<file path="config.mk">
export PLATFORM = sky130hd
export DESIGN_NAME = conv_enc_block_sched_flat
export DESIGN_NICKNAME = d
export VERILOG_FILES = /design/src/rtl/conv_enc_block_sched_if.sv /design/src/rtl/conv_enc_block_sched.sv /design/src/flat_wrapper.sv
export SDC_FILE = /design/constraint.sdc
export NUM_CORES = 1
export LEC_CHECK = 0
export CAP_MARGIN = 20
export CORE_ASPECT_RATIO = 1.1
export CORE_MARGIN = 4
export CORE_UTILIZATION = 51
export DETAILED_ROUTE_END_ITERATION = 8
export HOLD_SLACK_MARGIN = 0.06
export MAX_ROUTING_LAYER = met4
export PLACE_DENSITY = 0.83
export SYNTH_ARGS = -nofsm -noshare
export SYNTH_HDL_FRONTEND = slang
export SYNTH_SLANG_ARGS = --single-unit
</file>
<file path="constraint.sdc">
create_clock -name clk -period 2.65 [get_ports clk]
set_clock_uncertainty 0.2 [all_clocks]
set_input_delay 0.265 -clock clk [delete_from_list [all_inputs] [get_ports clk]]
set_output_delay 0.265 -clock clk [all_outputs]
set_load 0.02 [all_outputs]
</file>
<file path="src/rtl/conv_enc_block_sched_if.sv">
// Handshake and datapath bundle between the block scheduler and its
// environment: upstream source, encoder FIFO/control, and the output stream.
interface conv_enc_block_sched_if;
    logic [7:0] in_byte;
    logic       in_valid;
    logic       in_ready;
    logic       in_len;
    logic [7:0] fifo_w_data;
    logic       wrreq_data;
    logic [7:0] tail_byte;
    logic       code_block_length;
    logic       data_valid;
    logic       computation_done;
    logic       rdreq_subblock;
    logic [7:0] q0;
    logic [7:0] q1;
    logic [7:0] q2;
    logic [7:0] out_byte;
    logic       out_valid;
    logic       out_ready;
    logic       out_sop;
    logic       out_eop;
    logic       busy;

    // Scheduler side.
    modport master (
        input  in_byte, in_valid, in_len, computation_done, q0, q1, q2, out_ready,
        output in_ready, fifo_w_data, wrreq_data, tail_byte, code_block_length,
               data_valid, rdreq_subblock, out_byte, out_valid, out_sop, out_eop, busy
    );

    // Environment side: block source, encoder datapath and downstream sink.
    modport slave (
        output in_byte, in_valid, in_len, computation_done, q0, q1, q2, out_ready,
        input  in_ready, fifo_w_data, wrreq_data, tail_byte, code_block_length,
               data_valid, rdreq_subblock, out_byte, out_valid, out_sop, out_eop, busy
    );
endinterface

</file>
<file path="src/rtl/conv_enc_block_sched.sv">
// Convolutional-encoder block scheduler: loads one code block into the encoder
// FIFO, starts the encoder, then streams d0/d1/d2 triplets out byte by byte.
module conv_enc_block_sched #(
    parameter int LEN0_BYTES = 132,
    parameter int LEN1_BYTES = 768,
    parameter int CNT_W      = 10
) (
    input  logic                   clk,
    input  logic                   reset,
    conv_enc_block_sched_if.master bus
);

    typedef enum logic [3:0] {
        IDLE, LOAD, START, WAIT_DONE, FETCH, CAPT, EMIT0, EMIT1, EMIT2
    } state_t;

    localparam logic [CNT_W-1:0] LEN0_LAST = CNT_W'(LEN0_BYTES - 1);
    localparam logic [CNT_W-1:0] LEN1_LAST = CNT_W'(LEN1_BYTES - 1);
    localparam bit               LEN0_ONE  = (LEN0_BYTES == 1);
    localparam bit               LEN1_ONE  = (LEN1_BYTES == 1);

    state_t           state;
    logic [CNT_W-1:0] byte_cnt;
    logic [CNT_W-1:0] trip_cnt;
    logic [7:0]       r1;
    logic [7:0]       r2;
    logic [7:0]       tail_r;
    logic [7:0]       out_byte_r;
    logic             len_r;
    logic             in_ready_r;
    logic             data_valid_r;
    logic             rdreq_r;
    logic             out_valid_r;
    logic             sop_r;
    logic             eop_r;
    logic             busy_r;

    logic             accept;
    logic             first_is_last;
    logic [CNT_W-1:0] blk_last;

    assign accept        = bus.in_valid & in_ready_r;
    assign first_is_last = bus.in_len ? LEN1_ONE : LEN0_ONE;
    assign blk_last      = len_r ? LEN1_LAST : LEN0_LAST;

    // FIFO writes go straight through so a byte per cycle can be accepted.
    assign bus.wrreq_data        = accept;
    assign bus.fifo_w_data       = bus.in_byte;
    assign bus.in_ready          = in_ready_r;
    assign bus.tail_byte         = tail_r;
    assign bus.code_block_length = len_r;
    assign bus.data_valid        = data_valid_r;
    assign bus.rdreq_subblock    = rdreq_r;
    assign bus.out_byte          = out_byte_r;
    assign bus.out_valid         = out_valid_r;
    assign bus.out_sop           = sop_r;
    assign bus.out_eop           = eop_r;
    assign bus.busy              = busy_r;

    // NOTE: every register here, state and outputs alike, uses non-blocking
    // assignment so all of them see the pre-edge values of one another.
    always_ff @(posedge clk or posedge reset) begin
        if (reset) begin
            state        <= IDLE;
            byte_cnt     <= '0;
            trip_cnt     <= '0;
            r1           <= '0;
            r2           <= '0;
            tail_r       <= '0;
            out_byte_r   <= '0;
            len_r        <= 1'b0;
            in_ready_r   <= 1'b0;
            data_valid_r <= 1'b0;
            rdreq_r      <= 1'b0;
            out_valid_r  <= 1'b0;
            sop_r        <= 1'b0;
            eop_r        <= 1'b0;
            busy_r       <= 1'b0;
        end else begin
            case (state)
                IDLE: begin
                    in_ready_r <= 1'b1;
                    busy_r     <= 1'b0;
                    if (accept) begin
                        len_r    <= bus.in_len;
                        byte_cnt <= CNT_W'(1);
                        busy_r   <= 1'b1;
                        if (first_is_last) begin
                            tail_r       <= bus.in_byte;
                            in_ready_r   <= 1'b0;
                            data_valid_r <= 1'b1;
                            state        <= START;
                        end else begin
                            state <= LOAD;
                        end
                    end
                end
                LOAD: begin
                    if (accept) begin
                        byte_cnt <= byte_cnt + CNT_W'(1);
                        if (byte_cnt == blk_last) begin
                            tail_r       <= bus.in_byte;
                            in_ready_r   <= 1'b0;
                            data_valid_r <= 1'b1;
                            state        <= START;
                        end
                    end
                end
                START: begin
                    data_valid_r <= 1'b0;
                    state        <= WAIT_DONE;
                end
                WAIT_DONE: begin
                    if (bus.computation_done) begin
                        trip_cnt <= '0;
                        rdreq_r  <= 1'b1;
                        state    <= FETCH;
                    end
                end
                FETCH: begin
                    rdreq_r <= 1'b0;
                    state   <= CAPT;
                end
                CAPT: begin
                    // Sub-block FIFO data is valid the cycle after the read.
                    out_byte_r  <= bus.q0;
                    r1          <= bus.q1;
                    r2          <= bus.q2;
                    out_valid_r <= 1'b1;
                    sop_r       <= (trip_cnt == '0);
                    state       <= EMIT0;
                end
                EMIT0: begin
                    if (bus.out_ready) begin
                        out_byte_r <= r1;
                        sop_r      <= 1'b0;
                        state      <= EMIT1;
                    end
                end
                EMIT1: begin
                    if (bus.out_ready) begin
                        out_byte_r <= r2;
                        eop_r      <= (trip_cnt == blk_last);
                        state      <= EMIT2;
                    end
                end
                EMIT2: begin
                    if (bus.out_ready) begin
                        out_valid_r <= 1'b0;
                        eop_r       <= 1'b0;
                        if (trip_cnt == blk_last) begin
                            in_ready_r <= 1'b1;
                            busy_r     <= 1'b0;
                            state      <= IDLE;
                        end else begin
                            trip_cnt <= trip_cnt + CNT_W'(1);
                            rdreq_r  <= 1'b1;
                            state    <= FETCH;
                        end
                    end
                end
                default: state <= IDLE;
            endcase
        end
    end

endmodule

</file>
<file path="src/flat_wrapper.sv">
// flat-port wrapper written by rule: the top's interface ports become plain ports
module conv_enc_block_sched_flat 
#(
    parameter int LEN0_BYTES = 132,
    parameter int LEN1_BYTES = 768,
    parameter int CNT_W      = 10
)
  (clk, reset, bus_in_byte, bus_in_valid, bus_in_len, bus_computation_done, bus_q0, bus_q1, bus_q2, bus_out_ready, bus_in_ready, bus_fifo_w_data, bus_wrreq_data, bus_tail_byte, bus_code_block_length, bus_data_valid, bus_rdreq_subblock, bus_out_byte, bus_out_valid, bus_out_sop, bus_out_eop, bus_busy);
  conv_enc_block_sched_if bus_i ();
  input  logic clk;
  input  logic reset;
  input wire logic [$bits(bus_i.in_byte)-1:0] bus_in_byte;
  input wire logic [$bits(bus_i.in_valid)-1:0] bus_in_valid;
  input wire logic [$bits(bus_i.in_len)-1:0] bus_in_len;
  input wire logic [$bits(bus_i.computation_done)-1:0] bus_computation_done;
  input wire logic [$bits(bus_i.q0)-1:0] bus_q0;
  input wire logic [$bits(bus_i.q1)-1:0] bus_q1;
  input wire logic [$bits(bus_i.q2)-1:0] bus_q2;
  input wire logic [$bits(bus_i.out_ready)-1:0] bus_out_ready;
  output wire logic [$bits(bus_i.in_ready)-1:0] bus_in_ready;
  output wire logic [$bits(bus_i.fifo_w_data)-1:0] bus_fifo_w_data;
  output wire logic [$bits(bus_i.wrreq_data)-1:0] bus_wrreq_data;
  output wire logic [$bits(bus_i.tail_byte)-1:0] bus_tail_byte;
  output wire logic [$bits(bus_i.code_block_length)-1:0] bus_code_block_length;
  output wire logic [$bits(bus_i.data_valid)-1:0] bus_data_valid;
  output wire logic [$bits(bus_i.rdreq_subblock)-1:0] bus_rdreq_subblock;
  output wire logic [$bits(bus_i.out_byte)-1:0] bus_out_byte;
  output wire logic [$bits(bus_i.out_valid)-1:0] bus_out_valid;
  output wire logic [$bits(bus_i.out_sop)-1:0] bus_out_sop;
  output wire logic [$bits(bus_i.out_eop)-1:0] bus_out_eop;
  output wire logic [$bits(bus_i.busy)-1:0] bus_busy;
  assign bus_i.in_byte = bus_in_byte;
  assign bus_i.in_valid = bus_in_valid;
  assign bus_i.in_len = bus_in_len;
  assign bus_i.computation_done = bus_computation_done;
  assign bus_i.q0 = bus_q0;
  assign bus_i.q1 = bus_q1;
  assign bus_i.q2 = bus_q2;
  assign bus_i.out_ready = bus_out_ready;
  assign bus_in_ready = bus_i.in_ready;
  assign bus_fifo_w_data = bus_i.fifo_w_data;
  assign bus_wrreq_data = bus_i.wrreq_data;
  assign bus_tail_byte = bus_i.tail_byte;
  assign bus_code_block_length = bus_i.code_block_length;
  assign bus_data_valid = bus_i.data_valid;
  assign bus_rdreq_subblock = bus_i.rdreq_subblock;
  assign bus_out_byte = bus_i.out_byte;
  assign bus_out_valid = bus_i.out_valid;
  assign bus_out_sop = bus_i.out_sop;
  assign bus_out_eop = bus_i.out_eop;
  assign bus_busy = bus_i.busy;
  conv_enc_block_sched #(.LEN0_BYTES(LEN0_BYTES), .LEN1_BYTES(LEN1_BYTES), .CNT_W(CNT_W)) u_core (.clk(clk), .reset(reset), .bus(bus_i));
endmodule
</file>
==> summary.txt <==
================================================================================
Result of the run                                                   finished clean
Part of the Yosys area used for sequential elements                        48.1%
Master cell of the clock root buffer                                sky130_fd_sc_hd__clkbuf_8
Timing startpoint of the critical path                              u_core.state[1]
Sum of routed wire length over all layers                                7.78 mm
Design Area, Final                                                  0.00434 sq mm
Total overflow reported by the global router                                   0
Half-perimeter wire length after detailed placement                      5.67 mm
Buffers added on ports                                                        70
Pin count of the biggest net entering global routing                          31
CTS Buf Count                                                                  9
Number of placed I/O pins                                                     71
Required time at the endpoint of the critical path                       2.67 ns
Post-Syn Instances                                                           328
Crit path kind                                                           reg2reg
Most instantiated cells after synthesis                             64 x sky130_fd_sc_hd__dfrtp_1, 34 x sky130_fd_sc_hd__nand2_1, 29 x sky130_fd_sc_hd__o21ai_0, 24 x sky130_fd_sc_hd__mux2_2, 12 x sky130_fd_sc_hd__nand3_1
Area of the die                                                     0.00789 sq mm
Number of DRC violations after detailed routing                                0
Fill count                                                                   442
Number of failing hold endpoints at the final stage                            0
Aggregate negative setup slack                                              0 ns
Cell area after technology mapping                                  0.00333 sq mm
Most repeated cell in the gate-level netlist after synthesis        sky130_fd_sc_hd__dfrtp_1
Via count                                                                  2,810
Average detailed-routed wire length per instance                         16.1 um
Average via count per standard cell                                         5.82
R2R cell count                                                                 4
Path category of the worst min-delay check                              in2async
Layout cell share with drive strength beyond 1                             14.6%
Power density of the placed cells                                    868 mW/mm^2
Die span in y                                                            92.7 um
FFs w/ async S/R, synth                                                     100%
Maximum buffer depth of the clock tree                                         2
Worst Setup End Kind                                                        flop
Clock transition at the registers of the reported paths                  0.07 ns
CTS Hold Bufs                                                                  0
Antenna fix cells                                                              0
Peak fanout along the critical path                                           11
Transition at the pin with the smallest max-transition slack            0.553 ns
Dominant synthesized flop cell                                      sky130_fd_sc_hd__dfrtp_1
H-tree level count                                                             3
Fraction of post-synthesis cell area in the top cell type by area          48.1%
Global-route usage over all layers                                         21.3%
Leakage                                                                  1.84 nW
Antenna violations before repair                                               0
Count of yosys warnings during synthesis                                       0
Placed inst area                                                    0.00412 sq mm
Top achievable clock speed                                             0.441 GHz
Clock tree from TritonCTS                                                   done
Number of detailed-route iterations in the first pass                          5
Horizontal extent of the die                                             85.0 um
Layout Area Growth over Synthesis                                          30.5%
Global-route wire length before repair                                   12.9 mm
Post-route fraction of the period consumed by the critical path            85.7%
Crit path to                                                        u_core.bus.tail_byte[2]
Vias in the first global route                                             2,715
Post-detailed-route count of antenna-violating nets                            0
Post-route core utilization                                                69.3%
Initial detailed-routing violation count                                     216
Row cnt                                                                       30
Insertion delay to the later sink of the worst-skew pair                 0.34 ns
Slack of the worst reg-to-reg path                                       0.38 ns
Source of the worst register-to-register timing path                u_core.state[1]
TritonCTS sink count                                                          64
Unique masters post-synth                                                     56
Post-layout minimum cycle time                                           2.27 ns
Post-synthesis register bit count                                             64
Arrival time of the worst setup path                                     2.29 ns
Placer's final routability congestion estimate                             0.876
Mean post-synth cell area                                             10.2 sq um
Slew margin rel.                                                           63.1%
# setup viols final                                                            0
Type of origin of the critical path                                         flop
Post-cts repair resize count                                                   0
Setup repair after global routing missed its margin                           no
Number of enable-type register cells in the synthesized netlist                0
Synth area leaders                                                  sky130_fd_sc_hd__dfrtp_1 48%, sky130_fd_sc_hd__mux2_2 8.1%, sky130_fd_sc_hd__o21ai_0 4.4%
Area leader, netlist                                                sky130_fd_sc_hd__dfrtp_1
Reported max-cap violation count                                               0
Synthesized net count                                                        369
Area of the core region                                             0.00627 sq mm
IR drop worst, VDD                                                      0.558 mV
Final number of max-transition violations                                      0
Nets                                                                         439
Postcts setup bufs                                                             0
Effective utilization at floorplan                                         53.1%
Critical register-to-register path endpoint                         u_core.bus.tail_byte[2]
================================================================================
## critical path, stage by stage (launching register included)
cell and delay [ns]:
sky130_fd_sc_hd__dfrtp_1 0.50, sky130_fd_sc_hd__nor2b_1 0.37, sky130_fd_sc_hd__nand2_1 0.18, sky130_fd_sc_hd__nor3_4 0.50, sky130_fd_sc_hd__mux2_2 0.40
## layout by cell type (no fill, tap or decap), types with 4 or more instances in the layout
cell type / n
sky130_fd_sc_hd__clkdlybuf4s50_1: 70
sky130_fd_sc_hd__dfrtp_1: 64
sky130_fd_sc_hd__nand2_1: 34
sky130_fd_sc_hd__o21ai_0: 29
sky130_fd_sc_hd__mux2_2: 24
sky130_fd_sc_hd__nand3_1: 12
sky130_fd_sc_hd__nor2_1: 11
sky130_fd_sc_hd__a21oi_1: 11
sky130_fd_sc_hd__buf_4: 11
sky130_fd_sc_hd__inv_1: 10
sky130_fd_sc_hd__mux2i_1: 10
sky130_fd_sc_hd__clkbuf_8: 10
sky130_fd_sc_hd__nand4_1: 8
sky130_fd_sc_hd__nor3_1: 8
sky130_fd_sc_hd__or3_1: 7
sky130_fd_sc_hd__nor4_1: 6
sky130_fd_sc_hd__nor2b_1: 4
sky130_fd_sc_hd__a31oi_1: 4
sky130_fd_sc_hd__o211ai_1: 4
## cell families after synthesis
kind of cell,after synthesis,synth area share [%]
compound gates,75,14.8
buf+inv,35,5.15
simple gates,115,19.2
xor+xnor,2,0.526
flops,64,48.1
mux,34,11.1
fa+ha+maj,3,1.13
## routing by layer
metal | GRT usage, % | wire length, um
met3 | 4.18 | 332
met1 | 26.0 | 3400
met2 | 34.7 | 3900
met5 | - | 0
met4 | 8.58 | 146
## layout make-up
class | count | area [sq um] | area share, %
multi-input cells | 229 | 1560 | 35.8
flip-flops and latches | 64 | 1600 | 36.9
inverters | 11 | 41.3 | 0.950
clock inverters | 4 | 76.3 | 1.76
repair buffers | 83 | 823 | 19.0
clock buffers | 12 | 145 | 3.34
well taps | 80 | 100 | 2.30
## worst min-delay path by stage
stage / to / slack, ns / cells after the start
after floorplan: u_core.bus.out_valid / 0.15 / 1
after global placement: u_core.bus.out_byte[5] / 0.27 / 2
after detailed placement: u_core.bus.out_byte[5] / 0.28 / 2
after CTS: u_core.byte_cnt[9] / 0.07 / 2
after global routing: u_core.bus.out_byte[6] / 0.11 / 2
final: u_core.byte_cnt[9] / 0.07 / 2
## report_power, final
group	internal [mW]	switching (mW)
Sequential	1.25	0.220
Combinational	0.672	0.697
Clock	0.560	0.377
Total	2.48	1.29
## state kept, by name, summed over array words and instances (netlist names), 4 cells and up
signal                count
u_core.state              4
u_core.bus.tail_byte      8
u_core.r2                 8
u_core.byte_cnt          10
u_core.r1                 8
u_core.bus.out_byte       8
u_core.trip_cnt          10
## per-stage QoR
stage                     hold WS (ns)  total power, mW  setup WS, ns  cells
after floorplan                  0.150             2.34         0.587    328
after global placement           0.267             2.80         0.296    467
after detailed placement         0.276             2.85         0.226    467
after CTS                       0.0745             3.79         0.394    483
after global routing             0.113             4.00         0.260    483
final                           0.0697             3.77         0.380    483
No activity file was read; power rests on OpenSTA's default activity.
